## src/rtl/bcd_decoder_pkg.sv

```systemverilog
// Shared types and constants for the sequential binary-to-BCD 7-segment decoder.
package bcd_decoder_pkg;

  typedef enum logic [1:0] {IDLE, SHIFT, LOAD} state_e;

  // Active-low glyph, index 0 = segment a ... index 6 = segment g
  typedef logic [0:6] glyph_t;

  localparam glyph_t SEG_0     = 7'b0000001;
  localparam glyph_t SEG_1     = 7'b1001111;
  localparam glyph_t SEG_2     = 7'b0010010;
  localparam glyph_t SEG_3     = 7'b0000110;
  localparam glyph_t SEG_4     = 7'b1001100;
  localparam glyph_t SEG_5     = 7'b0100100;
  localparam glyph_t SEG_6     = 7'b0100000;
  localparam glyph_t SEG_7     = 7'b0001111;
  localparam glyph_t SEG_8     = 7'b0000000;
  localparam glyph_t SEG_9     = 7'b0000100;
  localparam glyph_t SEG_BLANK = 7'b1111111;

  localparam int NUM_DIGITS = 4;

  // Double-dabble correction: bump every nibble >= 5 by 3 ahead of the shift
  function automatic logic [4*NUM_DIGITS-1:0] bcd_add3(input logic [4*NUM_DIGITS-1:0] b);
    logic [4*NUM_DIGITS-1:0] r;
    r = b;
    for (int i = 0; i < NUM_DIGITS; i++) begin
      if (b[4*i +: 4] >= 4'd5) r[4*i +: 4] = b[4*i +: 4] + 4'd3;
    end
    return r;
  endfunction

endpackage

```

## src/rtl/bcd_decoder_seg7_encoder.sv

```systemverilog
// Combinational BCD nibble to active-low 7-segment glyph; 10..15 render blank.
module seg7_encoder
  import bcd_decoder_pkg::*;
(
  input  logic [3:0] bcd,
  output glyph_t     seg
);

  always_comb begin
    seg = SEG_BLANK;
    case (bcd)
      4'd0: seg = SEG_0;
      4'd1: seg = SEG_1;
      4'd2: seg = SEG_2;
      4'd3: seg = SEG_3;
      4'd4: seg = SEG_4;
      4'd5: seg = SEG_5;
      4'd6: seg = SEG_6;
      4'd7: seg = SEG_7;
      4'd8: seg = SEG_8;
      4'd9: seg = SEG_9;
      default: seg = SEG_BLANK;
    endcase
  end

endmodule

```

## src/rtl/bcd_decoder.sv

```systemverilog
// Continuously converts SW to four 7-segment digits via one-bit-per-cycle double dabble.
// Optional: define BCD_LEADING_ZERO_BLANK_EN to blank leading zeros on HEX3..HEX1.
module bcd_decoder
  import bcd_decoder_pkg::*;
#(
  parameter int IN = 10,
  parameter int S  = 7
) (
  input  logic          clk,
  input  logic          rst_n,
  input  logic [IN-1:0] SW,
  output logic [0:S-1]  HEX0,
  output logic [0:S-1]  HEX1,
  output logic [0:S-1]  HEX2,
  output logic [0:S-1]  HEX3
);

  localparam int CW = $clog2(IN + 1);
  localparam int BW = 4 * NUM_DIGITS;

  state_e                            state_q, state_d;
  logic [IN-1:0]                     sh_q, sh_d;
  logic [BW-1:0]                     bcd_q, bcd_d;
  logic [CW-1:0]                     cnt_q, cnt_d;
  logic [NUM_DIGITS-1:0][0:6]        hex_q, hex_d;
  logic [NUM_DIGITS-1:0][0:6]        glyph;
  logic [NUM_DIGITS-1:0][0:6]        shown;
  logic [BW-1:0]                     adj;

  for (genvar g = 0; g < NUM_DIGITS; g++) begin : g_enc
    seg7_encoder u_enc (
      .bcd (bcd_q[4*g +: 4]),
      .seg (glyph[g])
    );
  end

`ifdef BCD_LEADING_ZERO_BLANK_EN
  logic [NUM_DIGITS-1:0] lead;
  always_comb begin
    lead    = '0;
    lead[3] = (bcd_q[15:12] == 4'd0);
    lead[2] = lead[3] && (bcd_q[11:8] == 4'd0);
    lead[1] = lead[2] && (bcd_q[7:4] == 4'd0);
    for (int i = 0; i < NUM_DIGITS; i++) begin
      shown[i] = lead[i] ? SEG_BLANK : glyph[i];
    end
  end
`else
  always_comb begin
    shown = glyph;
  end
`endif

  always_comb begin
    state_d = state_q;
    sh_d    = sh_q;
    bcd_d   = bcd_q;
    cnt_d   = cnt_q;
    hex_d   = hex_q;
    adj     = bcd_add3(bcd_q);
    case (state_q)
      IDLE: begin
        sh_d    = SW;
        bcd_d   = '0;
        cnt_d   = CW'(IN);
        state_d = SHIFT;
      end
      SHIFT: begin
        {bcd_d, sh_d} = {adj, sh_q} << 1;
        cnt_d         = cnt_q - CW'(1);
        if (cnt_q == CW'(1)) state_d = LOAD;
      end
      LOAD: begin
        hex_d   = shown;
        state_d = IDLE;
      end
      default: state_d = IDLE;
    endcase
  end

  always_ff @(posedge clk or negedge rst_n) begin
    if (!rst_n) begin
      state_q <= IDLE;
      sh_q    <= '0;
      bcd_q   <= '0;
      cnt_q   <= '0;
      hex_q   <= {NUM_DIGITS{SEG_BLANK}};
    end else begin
      state_q <= state_d;
      sh_q    <= sh_d;
      bcd_q   <= bcd_d;
      cnt_q   <= cnt_d;
      hex_q   <= hex_d;
    end
  end

  assign HEX0 = hex_q[0];
  assign HEX1 = hex_q[1];
  assign HEX2 = hex_q[2];
  assign HEX3 = hex_q[3];

endmodule

```

## config.mk

```make
export PLATFORM = sky130hd
export DESIGN_NAME = bcd_decoder
export DESIGN_NICKNAME = d
export VERILOG_FILES = /design/src/rtl/bcd_decoder_pkg.sv /design/src/rtl/bcd_decoder_seg7_encoder.sv /design/src/rtl/bcd_decoder.sv
export SDC_FILE = /design/constraint.sdc
export NUM_CORES = 1
export LEC_CHECK = 0
export BUFFER_PORTS_ARGS = -buffer_cell sky130_fd_sc_hd__buf_2
export CORE_UTILIZATION = 53
export CTS_CLUSTER_SIZE = 14
export DETAILED_ROUTE_END_ITERATION = 8
export HOLD_SLACK_MARGIN = 0.05
export PLACE_DENSITY = 0.77
export SLEW_MARGIN = 20
export SYNTH_ARGS = -nofsm -noshare
export SYNTH_HDL_FRONTEND = slang
export SYNTH_SLANG_ARGS = --single-unit
```

## constraint.sdc

```tcl
create_clock -name clk -period 1.7 [get_ports clk]
set_clock_uncertainty 0.2 [all_clocks]
set_input_delay 0.255 -clock clk [delete_from_list [all_inputs] [get_ports clk]]
set_output_delay 0.255 -clock clk [all_outputs]
set_load 0.02 [all_outputs]
```

==> results of run 1 <==
how the worst max path moves through the flow:
stage / from / end / slack, ns / cells after the start
CTS: bcd_q[4] / bcd_q[5] / -0.0009 / 6
global placement: bcd_q[4] / bcd_q[7] / 0.05 / 6
global route: bcd_q[4] / bcd_q[7] / -0.06 / 7
detailed placement: bcd_q[12] / bcd_q[14] / -0.06 / 6
floorplan: bcd_q[4] / bcd_q[7] / 0.01 / 6
finish: bcd_q[4] / bcd_q[7] / -0.03 / 7
layout by cell type, fill, tap and decap left out, types with 2 or more instances in the layout:
cell type,instances
o21ai_0,38
buf_12,3
xnor2_1,4
inv_1,19
and3_1,2
nand2b_4,2
mux2i_1,18
buf_2,39
nor3_1,4
nor2b_1,6
ha_4,4
a22o_1,5
dlygate4sd3_1,9
clkbuf_1,2
buf_4,32
nand2_1,61
inv_2,3
o211ai_1,2
o22ai_1,2
a211oi_1,6
clkbuf_8,13
nand2b_1,6
ha_1,20
o21ai_1,2
a21oi_1,20
o31ai_1,24
nand3_1,2
dfstp_2,28
dfrtp_1,31
a21oi_2,2
nor2_1,10
cells in the mapped netlist:
| cell type | n |
|---|---|
| o211ai_1 | 2 |
| nand2b_1 | 8 |
| and2_0 | 1 |
| nor3b_1 | 1 |
| dfrtp_1 | 32 |
| buf_6 | 3 |
| nand3_1 | 2 |
| a22oi_1 | 1 |
| nor2_1 | 10 |
| buf_4 | 2 |
| nor2b_1 | 6 |
| o21ba_2 | 1 |
| or3_1 | 1 |
| ha_1 | 24 |
| nand2_2 | 1 |
| nand2_1 | 61 |
| clkbuf_1 | 2 |
| inv_1 | 22 |
| nor3_1 | 4 |
| a21oi_2 | 2 |
| a22o_1 | 5 |
| dfstp_2 | 28 |
| o31ai_1 | 24 |
| mux2_2 | 1 |
| o21ai_0 | 40 |
| and2b_1 | 1 |
| nand3b_1 | 1 |
| a31oi_1 | 1 |
| and3_1 | 2 |
| inv_4 | 1 |
| o22ai_1 | 3 |
| xnor2_1 | 4 |
| a21oi_1 | 21 |
| buf_2 | 13 |
| a211oi_1 | 6 |
| mux2i_1 | 18 |
per-layer routing:
layer	vias up	GRT usage (%)	share of wire (%)
met5	-	0	0
met4	0	10.53	1.6
met3	11	4.444	2.4
met2	45	40.50	51
met1	1330	28.22	45
li1	1372	-	-
power by group through the flow:
stage / registers, uW / clock network (uW) / logic [uW]
after floorplan: 2370 / 0 / 218
after global placement: 2010 / 0 / 878
after detailed placement: 2020 / 0 / 894
after CTS: 2000 / 1250 / 908
after global routing: 2050 / 1310 / 1000
final: 1990 / 1230 / 894
what timing repair did:
item / CTS / global route
hold endpoints to repair: 68 / 0
gates resized for setup: 4 / 18
buffers inserted: 2 / 3
hold buffers: 9 / 0
setup endpoints to repair: 3 / 14
pin swaps: 1 / 5
cell type report:
cell class | instances | area (um2) | area share [%]
clock buffer | 15 | 186.4 | 4.432
clock inverter | 1 | 5.005 | 0.1190
sequential | 60 | 1538 | 36.56
multi-input combinational | 252 | 1709 | 40.63
inverter | 23 | 88.84 | 2.112
timing repair buffer | 83 | 585.6 | 13.92
tap | 75 | 93.84 | 2.231
through the flow:
step                      area (um2)  power (uW)  hold WS [ns]  utilization, %  std cells
after global routing            4207        4356       0.08598           69.81        509
final                           4207        4117       0.05398           69.81        509
after floorplan                 3361        2591       -0.2406               -        355
after CTS                       4100        4159       0.05491           68.04        506
after global placement          3791        2884       0.08507           62.92        479
after detailed placement        3791        2916       0.08670           62.92        479
state kept, by name, indices dropped and copies added, names as in the netlist:
name / flops
bcd_q: 16
sh_q: 10
HEX0: 7
HEX1: 7
HEX2: 7
HEX3: 7
cnt_q: 4
state_q: 2
cells by family (layout without fill, tap and decap cells):
kind of cell | count (synthesis) | count (layout) | share of synthesized area (%)
compound gates | 106 | 106 | 19.32
xor+xnor | 4 | 4 | 1.042
fa+ha+maj | 24 | 24 | 8.935
buf+inv | 43 | 122 | 6.255
flops | 60 | 60 | 45.72
mux | 19 | 19 | 5.696
simple gates | 99 | 99 | 13.03
worst register-to-register path, delay by kind of cell, from the launching register on:
family          cells  cell delay, ns
compound gates      3            0.41
flops               1            0.42
buf+inv             2            0.22
simple gates        1            0.21
fa+ha+maj           1            0.17
==> impl_metrics.tcl, run 1 <==
set metrics [dict create \
    path_delay_family "flip-flops" \
    cp.required_ns 1.73 \
    coreArea_um2 6026 \
    powerDensity_nw_per_um2 978.8 \
    yosysUniqueCellTypes 36 \
    critPathBufInv 2 \
    tightest_slew_ns 0.4525 \
    syn_nets 391 \
    insertion_delay_ns 0.34 \
    grt_pass1_wl_um 11720 \
    cp_cell_sequence "inv_2 > ha_4 > and2b_2 > buf_4 > o22ai_2 > a21oi_1 > a22o_1" \
    slowest_stage "dfrtp_2" \
    holdPathStages 3 \
    nets 465 \
    cap_viol_max_count 0 \
    layout-drive-gt1-share_pct 31.34 \
    area_delta_synth_final_pct 25.17 \
    drt_iter0_markers 96 \
    failed_checks "setup timing" \
    end_kind "register" \
    reg2reg_to "bcd_q[7]" \
    postLayoutSetupSlackWorst_ns -0.03246 \
    routed_wl_um 7276 \
    num_vias 2758 \
    antenna_found_initial 0 \
    synth.area.top_cells "dfrtp_1 24%, dfstp_2 22%, ha_1 8.9%, nand2_1 6.8%, o21ai_0 6.0%" \
    overflow 0 \
    r2r-start "bcd_q[4]" \
    detail_route.vias_per_cell 5.418 \
    grt_max_degree 61 \
    synth_top_area_cell "dfrtp_1" \
    cts_buffer_depth 2 \
    cp_max_fo 4 \
    min_from "SW[7]" \
    die_area_um2 6663 \
    n_fill_cell 453 \
    crit_arrival_ns 1.76 \
    syn_avg_cell_area_um2 9.467 \
    switching_share_pct 29.93 \
    power_leakage_uw 0.001959 \
    io_buffers 39 \
    hp-class "in2reg" \
    cts_tree "built" \
    r2r_cells 7 \
    globalplace.congestion 0.8798 \
    worst_ir_drop_vdd_uv 802.1 \
    period_share_pct 101.9 \
    setup_violations 2 \
    startpoint_type "register" \
    synth_warnings 0 \
    io_pins 40 \
    clkSinkCount 60 \
    firstDrtPassIters 4 \
    cts_max_level 3 \
    grt_pass1_vias 2617 \
    diodes 0 \
    die_height_um 81.63 \
    drv_slew 0 \
    place_ws_ns -0.05921 \
    clk_pin_slew_ns 0.07 \
    clock.fmax_mhz 577.2 \
    dp_hpwl_um 4646 \
    die_x_um 81.63 \
    yosysSeqAreaShare_pct 45.72 \
    rrSetupSlack_ns -0.03 \
    p_seq_share_pct 48.4 \
    status "finished with violations" \
    final_hold_viol_count 0 \
    drc 0 \
    cts_buffers 9 \
    synth_top_area_share_pct 23.83 \
    rows 28 \
    route.detailed.wl_per_inst_um 14.29 \
    max-slew-margin-rel_pct 69.83 \
    cellInternalPower_uw 2885 \
    power.switching_uw 1232 \
    rsz0062_at_grt "true" \
    synth_area_um2 3361 \
    ant_nets 0 \
    grt_usage_pct 23.43 \
    holdPathEnd "sh_q[7]" \
    synth_seq_cells 60 \
    cts_root_buffer "clkbuf_8" \
    combPwrFrac_pct 21.7 \
    max_stage_delay_ns 0.42 \
    setup_tns_ns -0.04901 \
    synthCells 355 \
    clkPwrFrac_pct 29.9 \
    critPathKind "reg2reg" \
    min_period_ns 1.732 \
    initial_core_util_pct 55.77 \
]
No activity file was read; power rests on OpenSTA's default activity.
==> run 2, diff against run 1 <==
--- a/config.mk
+++ b/config.mk
@@ -10,6 +10,7 @@
 export CTS_CLUSTER_SIZE = 14
 export DETAILED_ROUTE_END_ITERATION = 8
 export HOLD_SLACK_MARGIN = 0.05
+export MAX_ROUTING_LAYER = met4
 export PLACE_DENSITY = 0.77
 export SLEW_MARGIN = 20
 export SYNTH_ARGS = -nofsm -noshare
==> impl_metrics.tcl, run 2 (synthesized netlist as in run 1, its figures left out) <==
set metrics [dict create \
    drc 0 \
    clkPwrFrac_pct 30.0 \
    cts_max_level 3 \
    hp-class "in2reg" \
    dpl-instance-area_um2 3791 \
    setup_violations 2 \
    io_pins 40 \
    grt_pass1_vias 2619 \
    critPathKind "reg2reg" \
    failed_checks "setup timing" \
    die_area_um2 6663 \
    max_stage_delay_ns 0.42 \
    period_share_pct 102.2 \
    drt_iter0_markers 101 \
    power_leakage_uw 0.001959 \
    detail_route.vias_per_cell 5.411 \
    grt_usage_pct 24.12 \
    end_kind "register" \
    reg_top3 "bcd_q (16), sh_q (10)" \
    die_x_um 81.63 \
    ant_nets 0 \
    nets 465 \
    combPwrFrac_pct 21.7 \
    grt_pass1_wl_um 11730 \
    cts_root_buffer "clkbuf_8" \
    overflow 0 \
    r2r_cells 7 \
    firstDrtPassIters 4 \
    instances_no_fill 509 \
    coreArea_um2 6026 \
    cap_viol_max_count 0 \
    p_seq_share_pct 48.3 \
    fin_area_um2 4207 \
    final_hold_viol_count 0 \
    cts_tree "built" \
    rows 28 \
    regMostFlops "bcd_q" \
    final_cell_mix "61 x nand2_1, 39 x buf_2, 38 x o21ai_0, 32 x buf_4, 31 x dfrtp_1" \
    diodes 0 \
    crit_arrival_ns 1.77 \
    antenna_found_initial 0 \
    cts_buffers 9 \
    startpoint_type "register" \
    die_height_um 81.63 \
    cp_cell_sequence "inv_2 > ha_4 > and2b_2 > buf_4 > o22ai_2 > a21oi_1 > a22o_1" \
    clkSinkCount 60 \
    clk_pin_slew_ns 0.07 \
    globalplace.congestion 0.8943 \
    route.detailed.wl_per_inst_um 14.35 \
    largest_reg_flops 16 \
    rsz0062_at_grt "true" \
    worst_ir_drop_vdd_uv 802.5 \
    dp_hpwl_um 4646 \
    holdPathStages 3 \
    tightest_slew_ns 0.4531 \
    layout-drive-gt1-share_pct 31.34 \
    drv_slew 0 \
    io_buffers 39 \
    placed_cells 479 \
    total_power_uw 4119 \
    slowest_stage "dfrtp_2" \
    routed_wl_um 7304 \
    switching_share_pct 29.97 \
    cts_buffer_depth 2 \
    postLayoutSetupSlackWorst_ns -0.03726 \
    powerDensity_nw_per_um2 979.3 \
    num_vias 2754 \
    status "finished with violations" \
    clock.fmax_mhz 575.6 \
    insertion_delay_ns 0.34 \
    cp.required_ns 1.73 \
    mostFrequentLayoutCell "nand2_1" \
    cp_max_fo 4 \
    cellInternalPower_uw 2885 \
    grt_max_degree 61 \
    area_delta_synth_final_pct 25.17 \
    initial_core_util_pct 55.77 \
    min_period_ns 1.737 \
    power.switching_uw 1235 \
    max-slew-margin-rel_pct 69.79 \
    setup_tns_ns -0.05913 \
]
[run 2: cell counts in the layout (fill, tap and decap cells not counted)]
Identical to the previous run, type by type.
[run 2: layer usage]
metal	vias to the layer above	GRT usage, %	share of wire [%]
met5	-	-	0
met4	0	10.53	1.8
met3	12	4.444	2.2
met2	42	40.42	51
met1	1327	28.29	45
li1	1373	-	-
[run 2: power groups by stage]
stage                     Clock, uW  Sequential, uW  Combinational (uW)
after floorplan                   0            2370                 218
after CTS                      1250            2000                 908
final                          1230            1990                 894
after detailed placement          0            2020                 894
after global routing           1310            2050                1000
after global placement            0            2010                 878
[run 2: per-stage QoR]
| stage | util [%] | setup slack [ns] | hold WS [ns] |
|---|---|---|---|
| after floorplan | - | 0.01373 | -0.2406 |
| after global placement | 62.92 | 0.05416 | 0.08507 |
| after detailed placement | 62.92 | -0.05921 | 0.08670 |
| after CTS | 68.04 | -0.0009465 | 0.05491 |
| after global routing | 69.81 | -0.05609 | 0.08598 |
| final | 69.81 | -0.03726 | 0.05166 |
[run 2: path summary, 6_finish.rpt]
| path | endpoint | start | slack [ns] |
|---|---|---|---|
| worst max-delay path | bcd_q[7] | bcd_q[4] | -0.04 |
| worst min-delay path | sh_q[7] | SW[7] | 0.05 |
| worst max register to register | bcd_q[7] | bcd_q[4] | -0.04 |
| worst min register to register | HEX1[4] | HEX1[4] | 0.26 |
| max in group asynchronous | HEX1[4] | rst_n | 0.72 |
| min in group asynchronous | bcd_q[8] | rst_n | 0.25 |
[run 2: repair_timing]
action | 4_1_cts | 5_1_grt
endpoints found under the setup margin | 3 | 14
pin swaps | 1 | 5
buffers inserted | 2 | 3
endpoints found under the hold margin | 68 | 0
hold buffers | 9 | 0
resized for setup | 4 | 18
[run 2: critical path: cells and delay by family (launching register included)]
family / cells / cell delay (ns)
and+or+nand+nor: 1 / 0.21
buffers and inverters: 2 / 0.21
DFF: 1 / 0.42
adders and majority gates: 1 / 0.17
AOI/OAI and AO/OA: 3 / 0.41
[run 2: layout make-up]
type                       instances  area [um2]
clock buffer                      15       186.4
clock inverter                     1       5.005
fill                             453        1819
inverter                          23       88.84
multi-input combinational        252        1709
sequential                        60        1538
tap                               75       93.84
timing repair buffer              83       585.6
==> run 3, diff against run 2 <==
--- a/config.mk
+++ b/config.mk
@@ -6,12 +6,12 @@
 export NUM_CORES = 1
 export LEC_CHECK = 0
 export BUFFER_PORTS_ARGS = -buffer_cell sky130_fd_sc_hd__buf_2
-export CORE_UTILIZATION = 53
+export CORE_UTILIZATION = 27
 export CTS_CLUSTER_SIZE = 14
 export DETAILED_ROUTE_END_ITERATION = 8
 export HOLD_SLACK_MARGIN = 0.05
 export MAX_ROUTING_LAYER = met4
-export PLACE_DENSITY = 0.77
+export SETUP_SLACK_MARGIN = 0.02
 export SLEW_MARGIN = 20
 export SYNTH_ARGS = -nofsm -noshare
 export SYNTH_HDL_FRONTEND = slang
==> impl_metrics.tcl, run 3 (synthesized netlist as in run 1, its figures left out) <==
set metrics [dict create \
    holdWs_ns 0.2515 \
    wl_met1_um 3369 \
    cellInternalPower_uw 3518 \
    grt_pass1_wl_um 12360 \
    reg_top3 "bcd_q (16), sh_q (10)" \
    area_delta_synth_final_pct 31.91 \
    rrSetupSlack_ns 0.03 \
    met3_length_um 225 \
    hp-class "in2async" \
    die_area_um2 12900 \
    clk_pin_slew_ns 0.05 \
    wl_met2_um 3597 \
    largest_reg_flops 16 \
    setup_violations 0 \
    end_kind "register" \
    layout-drive-gt1-share_pct 32.25 \
    clkSinkCount 60 \
    detail_route.vias_per_cell 4.497 \
    insertion_delay_ns 0.34 \
    antenna_found_initial 0 \
    tightest_slew_ns 0.5541 \
    io_pins 40 \
    clkPwrFrac_pct 40.3 \
    grt_pass1_vias 2658 \
    nets 462 \
    placed_cells 569 \
    initial_core_util_pct 27.86 \
    cts_max_level 3 \
    firstDrtPassIters 4 \
    max-slew-margin-rel_pct 62.92 \
    ant_nets 0 \
    multi_input_area_um2 1720 \
    utilization_pct 36.75 \
    drt_iter0_markers 117 \
    drc 0 \
    top_layer_used "met4" \
    cts_tree "built" \
    final_cell_mix "61 x nand2_1, 39 x o21ai_0, 39 x buf_2, 29 x dfrtp_1" \
    cts_root_buffer "clkbuf_16" \
    rows 40 \
    powerDensity_nw_per_um2 1098 \
    cap_viol_max_count 0 \
    rsz0062_at_grt "true" \
    diodes 0 \
    critPathKind "reg2reg" \
    power_leakage_uw 0.001998 \
    drv_slew 0 \
    place_ws_ns -0.002170 \
    final_hold_viol_count 0 \
    route.detailed.wl_per_inst_um 12.25 \
    routed_wl_um 7339 \
    cp_max_fo 4 \
    postLayoutSetupSlackWorst_ns 0.02627 \
    coreArea_um2 12060 \
    startpoint_type "register" \
    dp_hpwl_um 4966 \
    switching_share_pct 27.73 \
    die_height_um 113.6 \
    min_period_ns 1.674 \
    power.switching_uw 1350 \
    n_fill_cell 1195 \
    io_buffers 39 \
    period_share_pct 98.45 \
    num_vias 2694 \
    cp.required_ns 1.74 \
    mostFrequentLayoutCell "nand2_1" \
    combPwrFrac_pct 18.7 \
    grt_max_degree 61 \
    crit_arrival_ns 1.72 \
    worst_ir_drop_vdd_uv 320.3 \
    grt_usage_pct 12.63 \
    regMostFlops "bcd_q" \
    setup_tns_ns 0 \
    instances_no_fill 599 \
    clock.fmax_mhz 597.5 \
    die_x_um 113.6 \
    ff_latch_area_um2 1540 \
    cts_buffers 9 \
    overflow 0 \
    globalplace.congestion 0.8000 \
    status "completed" \
    cts_buffer_depth 2 \
    p_seq_share_pct 41.0 \
]
run 3: cell count changes in the layout (fill, tap and decap cells not counted), sizes merged:
cell,previous run,this run
buf,74,69
clkbuf,15,11
bufinv,0,2
clkinv,1,3
dlygate4sd3,9,11
run 3: final cells by class:
class	count	area share [%]
multi-input cells	252	38.81
flip-flops and latches	60	34.74
clock inverters	5	1.693
well taps	168	4.742
repair buffers	80	12.53
inverters	23	2.004
clock buffers	11	5.476
run 3: critical path, cell delays in order, from the launching register on:
cell     delay, ns
dfrtp_2       0.40
inv_2         0.07
ha_4          0.17
and2b_1       0.19
o21ba_4       0.21
xnor2_1       0.12
o31ai_1       0.23
run 3: timing repair:
item                       CTS  global route
setup buffers                1             2
pin swaps                    0             6
hold endpoints to repair    70             0
resized for setup            1            25
hold buffers                11             0
setup endpoints to repair    2            15
run 3: per-layer routing:
layer / vias up / GRT usage, %
met5: - / -
met4: 0 / 6.930
met3: 13 / 2.869
met2: 43 / 19.92
met1: 1274 / 14.95
li1: 1364 / -
run 3: power groups by stage:
stage                     clock [uW]  sequential (uW)  combinational (uW)
after floorplan                    0             2370                 218
after global placement             0             2010                 893
after detailed placement           0             2030                 904
after CTS                       2020             2000                 923
after global routing            2080             2030                 998
final                           1960             1990                 910
run 3: per-stage QoR:
| stage | power [uW] | area [um2] |
|---|---|---|
| 6_report | 4868 | 4433 |
| 5_1_grt | 5110 | 4433 |
| 4_1_cts | 4951 | 4314 |
| 3_5_place_dp | 2930 | 3875 |
| 3_3_place_gp | 2905 | 3875 |
| 2_1_floorplan | 2591 | 3363 |
run 3: worst paths after layout:
path                                 end  startpoint  cells past startpoint
worst max-delay path            bcd_q[5]    bcd_q[4]                      6
worst min-delay path            bcd_q[5]       rst_n                      3
worst max register to register  bcd_q[5]    bcd_q[4]                      6
worst min register to register   HEX0[6]     HEX0[6]                      2
max in group asynchronous        HEX3[6]       rst_n                      3
min in group clk                 HEX0[6]     HEX0[6]                      2
